**src/rtl/contador_modular_multidigito_if.sv**
```systemverilog
// Bus interface for contador_modular_multidigito: control, load data and count outputs.
// Optional macro SEG7_DISPLAY_EN adds the seven-segment output seg.
interface contador_modular_multidigito_if #(
    parameter int unsigned NDIGITS = 2,
    parameter int unsigned DIGIT_W = 4
);
    logic                       enable;
    logic                       count_up;
    logic                       saturate;
    logic                       load;
    logic [NDIGITS*DIGIT_W-1:0] data_in;
    logic [NDIGITS*DIGIT_W-1:0] count;
    logic                       terminal;
    logic                       wrap;
`ifdef SEG7_DISPLAY_EN
    logic [7:0]                 seg;
`endif

    // Master drives the controls and observes the counter.
    modport master (
        output enable, count_up, saturate, load, data_in,
`ifdef SEG7_DISPLAY_EN
        input  seg,
`endif
        input  count, terminal, wrap
    );

    // Slave is the counter itself.
    modport slave (
        input  enable, count_up, saturate, load, data_in,
`ifdef SEG7_DISPLAY_EN
        output seg,
`endif
        output count, terminal, wrap
    );
endinterface

```
**src/rtl/contador_modular_multidigito.sv**
```systemverilog
// Multi-digit modulo-MODULUS up/down counter with parallel load, saturate/wrap mode,
// combinational terminal flag and registered wrap pulse.
// Optional macro SEG7_DISPLAY_EN: adds a seven-segment decode of digit 0 on bus.seg.
module contador_modular_multidigito #(
    parameter int unsigned NDIGITS = 2,
    parameter int unsigned MODULUS = 10,
    parameter int unsigned DIGIT_W = 4
) (
    input logic                            clk_2,
    input logic                            reset,
    contador_modular_multidigito_if.slave  bus
);
    localparam int unsigned            W        = NDIGITS * DIGIT_W;
    localparam logic [DIGIT_W-1:0]     MaxDigit = DIGIT_W'(MODULUS - 1);

    logic [W-1:0]       count_q, count_d;
    logic               wrap_q, wrap_d;
    logic               terminal;
    logic               term_up, term_dn;
    logic               carry;
    logic [DIGIT_W-1:0] digit;

    // Terminal detection: all digits at the extreme for the current direction.
    always_comb begin
        term_up = 1'b1;
        term_dn = 1'b1;
        for (int i = 0; i < int'(NDIGITS); i++) begin
            if (count_q[i*DIGIT_W +: DIGIT_W] != MaxDigit) term_up = 1'b0;
            if (count_q[i*DIGIT_W +: DIGIT_W] != '0)       term_dn = 1'b0;
        end
        terminal = bus.count_up ? term_up : term_dn;
    end

    // Next-state: load (with per-digit clamp) beats enable; carry ripples from digit 0.
    always_comb begin
        count_d = count_q;
        wrap_d  = 1'b0;
        carry   = 1'b0;
        digit   = '0;
        if (bus.load) begin
            for (int i = 0; i < int'(NDIGITS); i++) begin
                digit = bus.data_in[i*DIGIT_W +: DIGIT_W];
                if (32'(digit) >= MODULUS) digit = MaxDigit;
                count_d[i*DIGIT_W +: DIGIT_W] = digit;
            end
        end else if (bus.enable && !(terminal && bus.saturate)) begin
            // At the terminal value the natural ripple already wraps every digit.
            wrap_d = terminal;
            carry  = 1'b1;
            for (int i = 0; i < int'(NDIGITS); i++) begin
                digit = count_q[i*DIGIT_W +: DIGIT_W];
                if (carry) begin
                    if (bus.count_up) begin
                        count_d[i*DIGIT_W +: DIGIT_W] =
                            (digit == MaxDigit) ? '0 : digit + DIGIT_W'(1);
                    end else begin
                        count_d[i*DIGIT_W +: DIGIT_W] =
                            (digit == '0) ? MaxDigit : digit - DIGIT_W'(1);
                    end
                end
                carry = carry && (bus.count_up ? (digit == MaxDigit) : (digit == '0));
            end
        end
    end

    // State register with synchronous active-low reset.
    always_ff @(posedge clk_2) begin
        if (!reset) begin
            count_q <= '0;
            wrap_q  <= 1'b0;
        end else begin
            count_q <= count_d;
            wrap_q  <= wrap_d;
        end
    end

    assign bus.count    = count_q;
    assign bus.terminal = terminal;
    assign bus.wrap     = wrap_q;

`ifdef SEG7_DISPLAY_EN
    logic [3:0] nibble;
    logic [6:0] segs;

    // Hex seven-segment decode of digit 0, segment a on bit 0.
    always_comb begin
        nibble = 4'(count_q[DIGIT_W-1:0]);
        segs   = 7'h00;
        case (nibble)
            4'h0: segs = 7'h3F;
            4'h1: segs = 7'h06;
            4'h2: segs = 7'h5B;
            4'h3: segs = 7'h4F;
            4'h4: segs = 7'h66;
            4'h5: segs = 7'h6D;
            4'h6: segs = 7'h7D;
            4'h7: segs = 7'h07;
            4'h8: segs = 7'h7F;
            4'h9: segs = 7'h6F;
            4'hA: segs = 7'h77;
            4'hB: segs = 7'h7C;
            4'hC: segs = 7'h39;
            4'hD: segs = 7'h5E;
            4'hE: segs = 7'h79;
            default: segs = 7'h71;
        endcase
    end

    assign bus.seg = {wrap_q, segs};
`endif
endmodule

```
**src/flat_wrapper.sv**
```systemverilog
// flat-port wrapper written by rule: the top's interface ports become plain ports
module contador_modular_multidigito_flat 
#(
    parameter int unsigned NDIGITS = 2,
    parameter int unsigned MODULUS = 10,
    parameter int unsigned DIGIT_W = 4
)
  (clk_2, reset, bus_enable, bus_count_up, bus_saturate, bus_load, bus_data_in, bus_count, bus_terminal, bus_wrap);
  contador_modular_multidigito_if #(.NDIGITS(NDIGITS), .DIGIT_W(DIGIT_W)) bus_i ();
  input logic clk_2;
  input logic reset;
  input wire logic [$bits(bus_i.enable)-1:0] bus_enable;
  input wire logic [$bits(bus_i.count_up)-1:0] bus_count_up;
  input wire logic [$bits(bus_i.saturate)-1:0] bus_saturate;
  input wire logic [$bits(bus_i.load)-1:0] bus_load;
  input wire logic [$bits(bus_i.data_in)-1:0] bus_data_in;
  output wire logic [$bits(bus_i.count)-1:0] bus_count;
  output wire logic [$bits(bus_i.terminal)-1:0] bus_terminal;
  output wire logic [$bits(bus_i.wrap)-1:0] bus_wrap;
  assign bus_i.enable = bus_enable;
  assign bus_i.count_up = bus_count_up;
  assign bus_i.saturate = bus_saturate;
  assign bus_i.load = bus_load;
  assign bus_i.data_in = bus_data_in;
  assign bus_count = bus_i.count;
  assign bus_terminal = bus_i.terminal;
  assign bus_wrap = bus_i.wrap;
  contador_modular_multidigito #(.NDIGITS(NDIGITS), .MODULUS(MODULUS), .DIGIT_W(DIGIT_W)) u_core (.clk_2(clk_2), .reset(reset), .bus(bus_i));
endmodule
```
**config.mk**
```make
export PLATFORM = sky130hd
export DESIGN_NAME = contador_modular_multidigito_flat
export DESIGN_NICKNAME = d
export VERILOG_FILES = /design/src/rtl/contador_modular_multidigito_if.sv /design/src/rtl/contador_modular_multidigito.sv /design/src/flat_wrapper.sv
export SDC_FILE = /design/constraint.sdc
export NUM_CORES = 1
export LEC_CHECK = 0
export CORE_MARGIN = 2
export CORE_UTILIZATION = 32
export CTS_CLUSTER_SIZE = 16
export DETAILED_ROUTE_END_ITERATION = 7
export SETUP_SLACK_MARGIN = 0.05
export SLEW_MARGIN = 20
export SYNTH_ARGS = -nofsm -noshare
export SYNTH_HDL_FRONTEND = slang
export SYNTH_SLANG_ARGS = --single-unit
```
**constraint.sdc**
```tcl
create_clock -name clk_2 -period 1.7 [get_ports clk_2]
set_clock_uncertainty 0.1 [all_clocks]
set_input_delay 0.17 -clock clk_2 [delete_from_list [all_inputs] [get_ports clk_2]]
set_output_delay 0.17 -clock clk_2 [all_outputs]
set_load 0.05 [all_outputs]
```
==> impl_metrics.csv <==
group,metric,value,unit
hold_path,hp-class,"input port to register",
cells_and_area,layout.nets,160,
sta,slew_violations,0,
power_and_ir_drop,power_per_cell_area,608,nW/um2
route,routed_via_density,5.58,
logic_synthesis,ys_warn_count,0,
critical_path,cp_top_family,"simple AND/OR/NAND/NOR gates",
clock_network,hold_buffers,0,
logic_synthesis,synth_area,885,um2
logic_synthesis,seq_area_frac_synth,20.4,%
sta,fin_crit_sh,100,%
critical_path,crit_path_max_incr_delay,0.36,ns
floorplanning,coreArea,2690,um2
route,drc,0,
logic_synthesis,syn_avg_cell_area,7.69,um2
global_route,antenna_found_initial,0,
sta,setup_viol,1,
route,drt_iter0_drc,16,
global_route,grt_pass1_wl,4.15,mm
sta,setup_tns,-0.00764,ns
sta,tightest_slew,0.402,ns
critical_path,start_kind,"register",
logic_synthesis,synth_area_leaders,"dfxtp_1, o21ai_0, nor2b_1",
global_route,grt_max_degree,14,
cells_and_area,fillers,259,
power_and_ir_drop,cellLeakagePower,0.517,nW
logic_synthesis,synth_common_cells,"o21ai_0, dfxtp_1",
critical_path,crit_fanout,3,
logic_synthesis,synth_edf_count,0,
global_route,grt_use_total,16.3,%
placement,numPortBuffers,23,
floorplanning,die_h,56.6,um
clock_network,cts_inserted_buffers,3,
critical_path,critPathBufInv,2,
logic_synthesis,synth_top_area_share,20.4,%
placement,placed_area,1190,um2
route,via_count,982,
placement,gp_congestion,0.812,
logic_synthesis,ys.flop_type,"dfxtp_1",
critical_path,path_class,"register to primary output",
cells_and_area,layout-drive-gt1-share,37.9,%
logic_synthesis,syn-instance-count,115,
clock_network,h-tree-depth,1,
sta,post-route-min-period,1.71,ns
floorplanning,io-pin-count,24,
clock_network,clockRootBuffer,"clkbuf_4",
route,drtAntennaViolNets,0,
floorplanning,die_w,56.6,um
sta,rsz0062_at_grt,"true",
cells_and_area,multiInputGateArea,694,um2
clock_network,cts_max_path_buffers,2,
floorplanning,rows,19,
logic_synthesis,synthArstFlopShare,0,%
logic_synthesis,synth_seq_cells,9,
floorplanning,start_util,32.9,%
outcome,outcome,"finished with violations",
sta,final-hold-violation-count,0,
route,post_drt_wl_per_cell,14.7,um
cells_and_area,finish.instance_area,1310,um2
power_and_ir_drop,ir_drop,0.451,mV
route,drt-total-wl,2.59,mm
route,firstDrtPassIters,4,
logic_synthesis,syn_nets,129,
sta,fmax,586,MHz
cells_and_area,area_growth_syn_to_layout,48.4,%
sta,finalWorstSetupSlack,-0.00764,ns
logic_synthesis,synth_area_leader_cell,"dfxtp_1",
job,max-cap-violations,0,
clock_network,clock_latency,0.25,ns
floorplanning,dieArea,3200,um2
clock_network,cts_sinks,9,
clock_network,path_clk_slew,0.06,ns
clock_network,cts_tree,"done",
placement,hpwl,1.80,mm
cells_and_area,seq_area,203,um2
logic_synthesis,yosysMostFrequentCell,"o21ai_0",
critical_path,critPathRequiredTime,1.43,ns
critical_path,path_cells,"nor4_4, buf_4, nand3_4, nand2_4, buf_12",
critical_path,critical_path_arrival,1.44,ns
critical_path,cp-end-kind,"primary output",
global_route,grt_pass1_vias,941,
sta,slew_headroom,73.1,%
outcome,violations,"setup timing",
critical_path,critPathSlowestCell,"dfxtp_4",
global_route,grt.overflow.total,0,
cells_and_area,antenna_cells,0,
logic_synthesis,ys_types,38,
[registers in the layout (all words and copies together) (netlist names)]
name	count
u_core.bus.wrap	1
u_core.bus.count	8
[power by group]
| group | switching, mW | leakage (nW) | internal (mW) |
|---|---|---|---|
| Clock | 0.0691 | 0.0150 | 0.0901 |
| Combinational | 0.196 | 0.424 | 0.174 |
| Sequential | 0.0418 | 0.0784 | 0.227 |
| Total | 0.307 | 0.517 | 0.492 |
[layout make-up]
type,count,area share [%]
sequential,9,15.4
timing repair buffer,40,26.7
tap,31,2.96
clock buffer,4,2.00
multi-input combinational,92,52.9
[path summary, 6_finish.rpt]
| kind | from | endpoint | slack [ns] | cells past startpoint |
|---|---|---|---|---|
| setup / recovery | u_core.bus.count[4] | bus_terminal | -0.008 | 5 |
| hold / removal | reset | u_core.bus.wrap | 0.43 | 3 |
| setup reg to reg | u_core.bus.count[4] | u_core.bus.count[4] | 0.03 | 5 |
| hold reg to reg | u_core.bus.count[3] | u_core.bus.count[3] | 0.46 | 2 |
[tightest hold or removal path, delay by kind of cell]
kind / cells / cell delay (ns)
and+or+nand+nor: 1 / 0.08
buffers and inverters: 1 / 0.42
AOI/OAI and AO/OA: 1 / 0.06
[through the flow]
stage | total power [mW] | cells | hold WS (ns) | worst slack (ns) | utilization, %
floorplan | 0.485 | 115 | 0.160 | -0.120 | -
global placement | 0.596 | 169 | 0.438 | -0.259 | 44.3
detailed placement | 0.598 | 169 | 0.446 | -0.290 | 44.3
CTS | 0.773 | 176 | 0.437 | 0.0505 | 46.6
global route | 0.851 | 176 | 0.444 | -0.0606 | 48.9
finish | 0.799 | 176 | 0.433 | -0.00764 | 48.9
[cell families (layout without fill, tap and decap cells)]
logic type             Yosys count  after routing  synth area share (%)
AND/OR/NAND/NOR                 52             52                  38.5
AO/OA/AOI/OAI                   34             34                  25.9
buffers and inverters           14             44                  9.05
flip-flops                       9              9                  20.4
XOR/XNOR                         5              5                  4.95
multiplexers                     1              1                  1.27
[timing repair]
| action | CTS | global route |
|---|---|---|
| pin swaps | 2 | 6 |
| gates resized for setup | 6 | 16 |
| buffers inserted | 3 | 0 |
| endpoints found under the setup margin | 4 | 8 |
[placed cells by master (no fill, tap or decap), drive strengths merged, types with 2 or more instances in the layout]
cell type	Yosys	final
clkdlybuf4s50	0	12
xnor2	3	3
and3b	4	4
xor2	2	2
and4b	3	3
nand4	4	4
nand3b	4	4
o22ai	3	3
clkbuf	7	4
nor2b	7	7
a21oi	4	4
dfxtp	9	9
nor3	3	3
nor2	4	4
o211a	3	3
buf	7	27
nand3	7	7
nand4b	3	3
o211ai	5	5
o21ai	10	10
nand2	7	7
[routing by layer]
layer  global-route usage [%]  share of wire [%]  vias to the layer above
met5                        0                  0                        -
met4                     7.14               0.81                        0
met3                     2.30                2.7                        2
met2                     25.7                 49                       19
met1                     21.8                 48                      464
li1                         -                  -                      497
No activity file was read; power rests on OpenSTA's default activity.
